$ cat src/rtl/pcq_pkg.sv
// ============================================================================
// pcq_pkg : shared defaults, pointer/count typedefs and width helper for the
//           program-counter queue.
// Revision : 1.0
// ============================================================================
`default_nettype none

package pcq_pkg;

    localparam int PCQ_DATA_W = 8;
    localparam int PCQ_DEPTH  = 8;

    function automatic int pcq_addr_w(input int depth);
        return $clog2(depth);
    endfunction

    localparam int PCQ_ADDR_W = pcq_addr_w(PCQ_DEPTH);

    typedef logic [PCQ_ADDR_W-1:0] pcq_ptr_t;
    typedef logic [PCQ_ADDR_W:0]   pcq_cnt_t;
    typedef logic [PCQ_DATA_W-1:0] pcq_data_t;

endpackage

`default_nettype wire

$ cat src/rtl/pc_queue_reader_if.sv
// ============================================================================
// pc_queue_reader_if : push/pop strobes and status of the pc queue.
//                      PCQ_ERROR_FLAGS_EN adds sticky overflow/underflow.
// Revision : 1.0
// ============================================================================
`default_nettype none

interface pc_queue_reader_if
    import pcq_pkg::*;
#(
    parameter int DATA_W = PCQ_DATA_W,
    parameter int DEPTH  = PCQ_DEPTH
);
    localparam int ADDR_W = pcq_addr_w(DEPTH);

    logic              push;
    logic [DATA_W-1:0] push_data;
    logic              pop;
    logic [DATA_W-1:0] pop_data;
    logic              pop_valid;
    logic [ADDR_W-1:0] head;
    logic [ADDR_W-1:0] tail;
    logic [ADDR_W:0]   count;
    logic              empty;
    logic              full;
`ifdef PCQ_ERROR_FLAGS_EN
    logic              overflow;
    logic              underflow;

    modport master (output push, push_data, pop,
                    input  pop_data, pop_valid, head, tail, count, empty, full,
                           overflow, underflow);
    modport slave  (input  push, push_data, pop,
                    output pop_data, pop_valid, head, tail, count, empty, full,
                           overflow, underflow);
`else
    modport master (output push, push_data, pop,
                    input  pop_data, pop_valid, head, tail, count, empty, full);
    modport slave  (input  push, push_data, pop,
                    output pop_data, pop_valid, head, tail, count, empty, full);
`endif

endinterface

`default_nettype wire

$ cat src/rtl/pcq_storage.sv
// ============================================================================
// pcq_storage : DEPTH x DATA_W register array, one write port and a
//               registered read port, both on posedge clk.
// Revision : 1.0
// ============================================================================
`default_nettype none

module pcq_storage
    import pcq_pkg::*;
#(
    parameter int DATA_W = PCQ_DATA_W,
    parameter int DEPTH  = PCQ_DEPTH
)(
    input  wire logic                        clk,
    input  wire logic                        rst,
    input  wire logic                        wr_en,
    input  wire logic [pcq_addr_w(DEPTH)-1:0] wr_addr,
    input  wire logic [DATA_W-1:0]           wr_data,
    input  wire logic                        rd_en,
    input  wire logic [pcq_addr_w(DEPTH)-1:0] rd_addr,
    output logic      [DATA_W-1:0]           rd_data
);
    logic [DATA_W-1:0] mem_q [DEPTH];
    logic [DATA_W-1:0] rd_data_q;
    logic [DATA_W-1:0] rd_data_d;

    // Read sees pre-edge contents, so a same-cycle write to the head slot
    // (full queue, push+pop) still returns the old entry.
    always_comb begin
        rd_data_d = rd_data_q;
        if (rd_en) begin
            rd_data_d = mem_q[rd_addr];
        end
    end

    // Contents deliberately survive reset; only the read register clears.
    always_ff @(posedge clk) begin
        if (wr_en) begin
            mem_q[wr_addr] <= wr_data;
        end
    end

    always_ff @(posedge clk) begin
        if (rst) begin
            rd_data_q <= '0;
        end else begin
            rd_data_q <= rd_data_d;
        end
    end

    assign rd_data = rd_data_q;

endmodule

`default_nettype wire

$ cat src/rtl/pc_queue_reader.sv
// ============================================================================
// pc_queue_reader : pc queue control (pointers, occupancy, accept logic).
//                   Optional sticky error flags under PCQ_ERROR_FLAGS_EN.
// Revision : 1.0
// ============================================================================
`default_nettype none

module pc_queue_reader
    import pcq_pkg::*;
#(
    parameter int DATA_W = PCQ_DATA_W,
    parameter int DEPTH  = PCQ_DEPTH
)(
    input  wire logic         clk,
    input  wire logic         sync_reset,
    pc_queue_reader_if.slave  bus
);
    localparam int                ADDR_W   = pcq_addr_w(DEPTH);
    localparam int                CNT_W    = ADDR_W + 1;
    localparam logic [CNT_W-1:0]  FULL_CNT = CNT_W'(DEPTH);

    logic [ADDR_W-1:0] head_q, head_d;
    logic [ADDR_W-1:0] tail_q, tail_d;
    logic [CNT_W-1:0]  count_q, count_d;
    logic              pop_valid_q, pop_valid_d;
    logic              push_acc;
    logic              pop_acc;
    logic [DATA_W-1:0] rd_data;

    // Pop looks only at pre-edge occupancy; a full queue can always take a
    // push when a pop frees the head slot in the same cycle.
    always_comb begin
        pop_acc     = bus.pop && (count_q != '0);
        push_acc    = bus.push && ((count_q != FULL_CNT) || pop_acc);
        head_d      = pop_acc  ? head_q + 1'b1 : head_q;
        tail_d      = push_acc ? tail_q + 1'b1 : tail_q;
        pop_valid_d = pop_acc;
        count_d     = count_q;
        case ({push_acc, pop_acc})
            2'b10:   count_d = count_q + 1'b1;
            2'b01:   count_d = count_q - 1'b1;
            default: count_d = count_q;
        endcase
    end

    always_ff @(posedge clk) begin
        if (sync_reset) begin
            head_q      <= '0;
            tail_q      <= '0;
            count_q     <= '0;
            pop_valid_q <= 1'b0;
        end else begin
            head_q      <= head_d;
            tail_q      <= tail_d;
            count_q     <= count_d;
            pop_valid_q <= pop_valid_d;
        end
    end

    pcq_storage #(
        .DATA_W (DATA_W),
        .DEPTH  (DEPTH)
    ) u_storage (
        .clk     (clk),
        .rst     (sync_reset),
        .wr_en   (push_acc),
        .wr_addr (tail_q),
        .wr_data (bus.push_data),
        .rd_en   (pop_acc),
        .rd_addr (head_q),
        .rd_data (rd_data)
    );

`ifdef PCQ_ERROR_FLAGS_EN
    logic overflow_q, overflow_d;
    logic underflow_q, underflow_d;

    always_comb begin
        overflow_d  = overflow_q  | (bus.push & ~push_acc);
        underflow_d = underflow_q | (bus.pop  & ~pop_acc);
    end

    always_ff @(posedge clk) begin
        if (sync_reset) begin
            overflow_q  <= 1'b0;
            underflow_q <= 1'b0;
        end else begin
            overflow_q  <= overflow_d;
            underflow_q <= underflow_d;
        end
    end

    assign bus.overflow  = overflow_q;
    assign bus.underflow = underflow_q;
`endif

    assign bus.pop_data  = rd_data;
    assign bus.pop_valid = pop_valid_q;
    assign bus.head      = head_q;
    assign bus.tail      = tail_q;
    assign bus.count     = count_q;
    assign bus.empty     = (count_q == '0);
    assign bus.full      = (count_q == FULL_CNT);

endmodule

`default_nettype wire

$ cat src/flat_wrapper.sv
// flat-port wrapper written by rule: the top's interface ports become plain ports
module pc_queue_reader_flat import pcq_pkg::*;
#(
    parameter int DATA_W = PCQ_DATA_W,
    parameter int DEPTH  = PCQ_DEPTH
)
  (clk, sync_reset, bus_push, bus_push_data, bus_pop, bus_pop_data, bus_pop_valid, bus_head, bus_tail, bus_count, bus_empty, bus_full);
  pc_queue_reader_if #(.DATA_W(DATA_W), .DEPTH(DEPTH)) bus_i ();
  input  wire logic clk;
  input  wire logic sync_reset;
  input wire logic [$bits(bus_i.push)-1:0] bus_push;
  input wire logic [$bits(bus_i.push_data)-1:0] bus_push_data;
  input wire logic [$bits(bus_i.pop)-1:0] bus_pop;
  output wire logic [$bits(bus_i.pop_data)-1:0] bus_pop_data;
  output wire logic [$bits(bus_i.pop_valid)-1:0] bus_pop_valid;
  output wire logic [$bits(bus_i.head)-1:0] bus_head;
  output wire logic [$bits(bus_i.tail)-1:0] bus_tail;
  output wire logic [$bits(bus_i.count)-1:0] bus_count;
  output wire logic [$bits(bus_i.empty)-1:0] bus_empty;
  output wire logic [$bits(bus_i.full)-1:0] bus_full;
  assign bus_i.push = bus_push;
  assign bus_i.push_data = bus_push_data;
  assign bus_i.pop = bus_pop;
  assign bus_pop_data = bus_i.pop_data;
  assign bus_pop_valid = bus_i.pop_valid;
  assign bus_head = bus_i.head;
  assign bus_tail = bus_i.tail;
  assign bus_count = bus_i.count;
  assign bus_empty = bus_i.empty;
  assign bus_full = bus_i.full;
  pc_queue_reader #(.DATA_W(DATA_W), .DEPTH(DEPTH)) u_core (.clk(clk), .sync_reset(sync_reset), .bus(bus_i));
endmodule
$ cat config.mk
export PLATFORM = sky130hd
export DESIGN_NAME = pc_queue_reader_flat
export DESIGN_NICKNAME = d
export VERILOG_FILES = /design/src/rtl/pcq_pkg.sv /design/src/rtl/pc_queue_reader_if.sv /design/src/rtl/pcq_storage.sv /design/src/rtl/pc_queue_reader.sv /design/src/flat_wrapper.sv
export SDC_FILE = /design/constraint.sdc
export NUM_CORES = 1
export LEC_CHECK = 0
export CAP_MARGIN = 40
export CORE_MARGIN = 2
export CORE_UTILIZATION = 45
export CTS_CLUSTER_DIAMETER = 120
export CTS_CLUSTER_SIZE = 24
export DETAILED_ROUTE_END_ITERATION = 8
export PLACE_DENSITY = 0.66
export SKIP_LAST_GASP = 1
export SYNTH_ARGS = -nofsm -noshare
export SYNTH_HDL_FRONTEND = slang
export SYNTH_SLANG_ARGS = --single-unit
$ cat constraint.sdc
create_clock -name clk -period 4.31 [get_ports clk]
set_clock_uncertainty 0.1 [all_clocks]
set_input_delay 1.0775 -clock clk [delete_from_list [all_inputs] [get_ports clk]]
set_output_delay 1.0775 -clock clk [all_outputs]
set_load 0.01 [all_outputs]
==> results.py <==
metrics = {
    "global_routing": {
        "grt_remaining_overflow": 0,
        "grt_pass1_vias": 1687,
        "grt_max_degree": 20,
        "grt_usage_pct": 15.7,
        "antenna_found_initial": 0,
        "grt_pass1_wl_mm": 8.80,
    },
    "timing": {
        "hold_viol": 0,
        "fmax_mhz": 303,
        "slew_headroom_pct": 52.6,
        "setup_tns_ns": 0,
        "whs_ns": 0.399,
        "slew_violations": 0,
        "fin_crit_ns": 3.30,
        "worst_slack_ns": 1.01,
        "tightestPinTransition_ns": 0.708,
        "rsz0062_at_grt": "false",
        "setup_viol": 0,
        "finalCritPeriodShare_pct": 76.6,
    },
    "synthesis": {
        "synth_edf_count": 64,
        "async_flop_share_pct": 0,
        "ys_seq_area_share_pct": 71.0,
        "syn_area_per_cell_sq_um": 17.0,
        "synthTopCellsByCount": "edfxtp_1 (64), nor2_1 (22), dfxtp_1 (19)",
        "syn_area_sq_um": 3240,
        "yosysTopAreaCellShare_pct": 59.2,
        "syn_inst": 191,
        "synth_fp_nets": 209,
        "synth_flop_cell": "edfxtp_1",
        "ys_types": 30,
        "synth.most_common_cell": "edfxtp_1",
        "yosysTopAreaCell": "edfxtp_1",
        "ys_ff_latch": 83,
        "synth_area_leaders": "edfxtp_1 (59%), dfxtp_1 (12%), mux4_2 (11%)",
        "yosys_warnings": 0,
    },
    "layout": {
        "nets": 253,
        "final_area_sq_um": 3940,
        "area_growth_pct": 21.4,
        "drive_gt1_share_pct": 18.3,
        "diodes": 0,
    },
    "power": {
        "p_sw_mw": 0.567,
        "seqPwrFrac_pct": 45.5,
        "comb_power_share_pct": 24.6,
        "p_leak_nw": 1.31,
        "internal-power_mw": 1.60,
        "clock_power_share_pct": 29.9,
        "cellPowerDensity_nw_per_um2": 551,
        "peakVddDrop_uv": 225,
        "swShare_pct": 26.1,
    },
    "floorplanning": {
        "die_w_um": 88.9,
        "io_pins": 33,
        "die_area_sq_um": 7900,
        "fp.dieH_um": 88.9,
        "core-area_sq_um": 6870,
        "num_rows": 30,
        "start_util_pct": 47.2,
    },
    "cts": {
        "tritoncts": "yes",
        "cts_hold_buffers": 0,
        "cts_setup_buffers": 0,
        "cts-root-buf": "clkbuf_8",
        "cts_buffer_depth": 2,
        "cts_buffers": 9,
        "clock_latency_ns": 0.33,
        "htree_levels": 3,
        "path_clk_slew_ns": 0.08,
        "cts-resized-gates": 0,
        "clock-sinks": 83,
    },
    "detailed_routing": {
        "detail-route-antenna-nets": 0,
        "drcViolationCount": 0,
        "vias": 1739,
        "via_per_inst": 5.18,
        "totalWireLength_mm": 5.64,
        "wl_per_cell_um": 16.8,
        "drtPass1Iterations": 5,
        "drt_iter0_drc": 159,
    },
    "worst_setup_path": {
        "crit_chain": "clkdlybuf4s50_1 -> o41a_2 -> ha_1 -> ha_1 -> a21oi_1 -> a21oi_1 -> or4_1 -> a21oi_1",
        "startpoint_type": "input port",
        "crit_top_cell": "a21oi_1",
        "slowest_delay_ns": 0.57,
        "crit_fanout": 15,
        "endpoint_kind": "flop",
        "required_ns": 4.47,
        "critPathTopFamily": "compound AO/OA/AOI/OAI gates",
        "worst-path-buf-inv": 1,
        "worstSetupPathType": "input port to flop",
        "cp.arrival_ns": 3.46,
        "reg2reg_slack_ns": 1.44,
        "crit_path_top_delay_cell": "clkdlybuf4s50_1",
    },
    "outcome": {
        "outcome": "finished clean",
    },
    "placed_design": {
        "io_buffers": 32,
        "gp_congestion": 0.718,
        "dp_hpwl_mm": 3.66,
        "pre_cts_ws_ns": 0.666,
        "place_area_sq_um": 3700,
    },
    "job": {
        "drv_cap": 0,
    },
    "min_path": {
        "hold_path_class": "flop to flop",
    },
}
## worst paths after layout
| check | from | endpoint | cells past startpoint |
|---|---|---|---|
| max | bus_pop | u_core.bus.count[3] | 8 |
| min | u_core.u_storage.rd_data[6] | u_core.u_storage.rd_data[6] | 2 |
| max reg2reg | u_core.bus.count[0] | u_core.bus.count[3] | 8 |
| min reg2reg | u_core.u_storage.rd_data[6] | u_core.u_storage.rd_data[6] | 2 |
## stage by stage
stage                     instances  util (%)  total power, mW
after floorplan                 191         -             1.33
after global placement          317      53.5             1.54
after detailed placement        320      53.8             1.55
after CTS                       336      57.3             2.19
after global routing            336      57.3             2.28
final                           336      57.3             2.17
## sequential cells by signal (all words and copies together), names as in the netlist
| name | cells |
|---|---|
| u_core.bus.head | 3 |
| u_core.u_storage.rd_data | 8 |
| u_core.bus.pop_valid | 1 |
| u_core.bus.tail | 3 |
| u_core.bus.count | 4 |
| u_core.u_storage.mem_q | 64 |
## cells in the final DEF, fill, tap and decap left out, types with 2 or more instances in the layout
master and instances:
edfxtp_1 64, ha_1 5, o211ai_1 2, clkbuf_8 9, nor2_1 22, mux2i_1 2, buf_4 10, o22ai_1 8
nor4_1 2, nand2_1 3, mux4_2 16, dfxtp_1 19, xor2_1 5, inv_1 4, clkdlybuf4s50_1 32, nand2b_1 3
bufinv_16 3, a21oi_1 5, nor3_1 12
## cell families after synthesis
group / count (synthesis) / share of synthesized area [%]
xor+xnor: 6 / 1.62
fa+ha+maj: 6 / 2.55
simple gates: 47 / 6.90
mux: 18 / 11.7
flops: 83 / 71.0
compound gates: 18 / 3.90
buf+inv: 13 / 2.35
## power by group through the flow
stage | Clock [mW] | Sequential (mW) | Combinational (mW)
after floorplan | 0 | 1.03 | 0.304
after global placement | 0 | 1.01 | 0.531
after detailed placement | 0 | 1.01 | 0.539
after CTS | 0.663 | 0.988 | 0.541
after global routing | 0.693 | 0.998 | 0.589
final | 0.650 | 0.988 | 0.534
## routing by layer
metal / GRT usage [%] / routed length, um / up-vias
met2: 24.6 / 2690 / 35
met5: 0 / 0 / -
li1: - / - / 835
met4: 6.61 / 36 / 0
met3: 3.60 / 196 / 4
met1: 21.5 / 2710 / 865
## worst reg2reg max path: stages, from the launching register on
cell,delay [ns]
dfxtp_1,0.39
or4b_4,0.61
o21ai_4,0.25
ha_1,0.25
ha_1,0.28
a21oi_1,0.20
a21oi_1,0.11
or4_1,0.47
a21oi_1,0.15
## layout make-up
cell class              instances  area [sq um]
clock buffers                  10           128
clock inverters                 6           113
fillers                       532          2930
inverters                       4          15.0
multi-input cells              95           866
flip-flops and latches         83          2300
well taps                      96           120
repair buffers                 42           395
(Power assumes the default switching activity.)
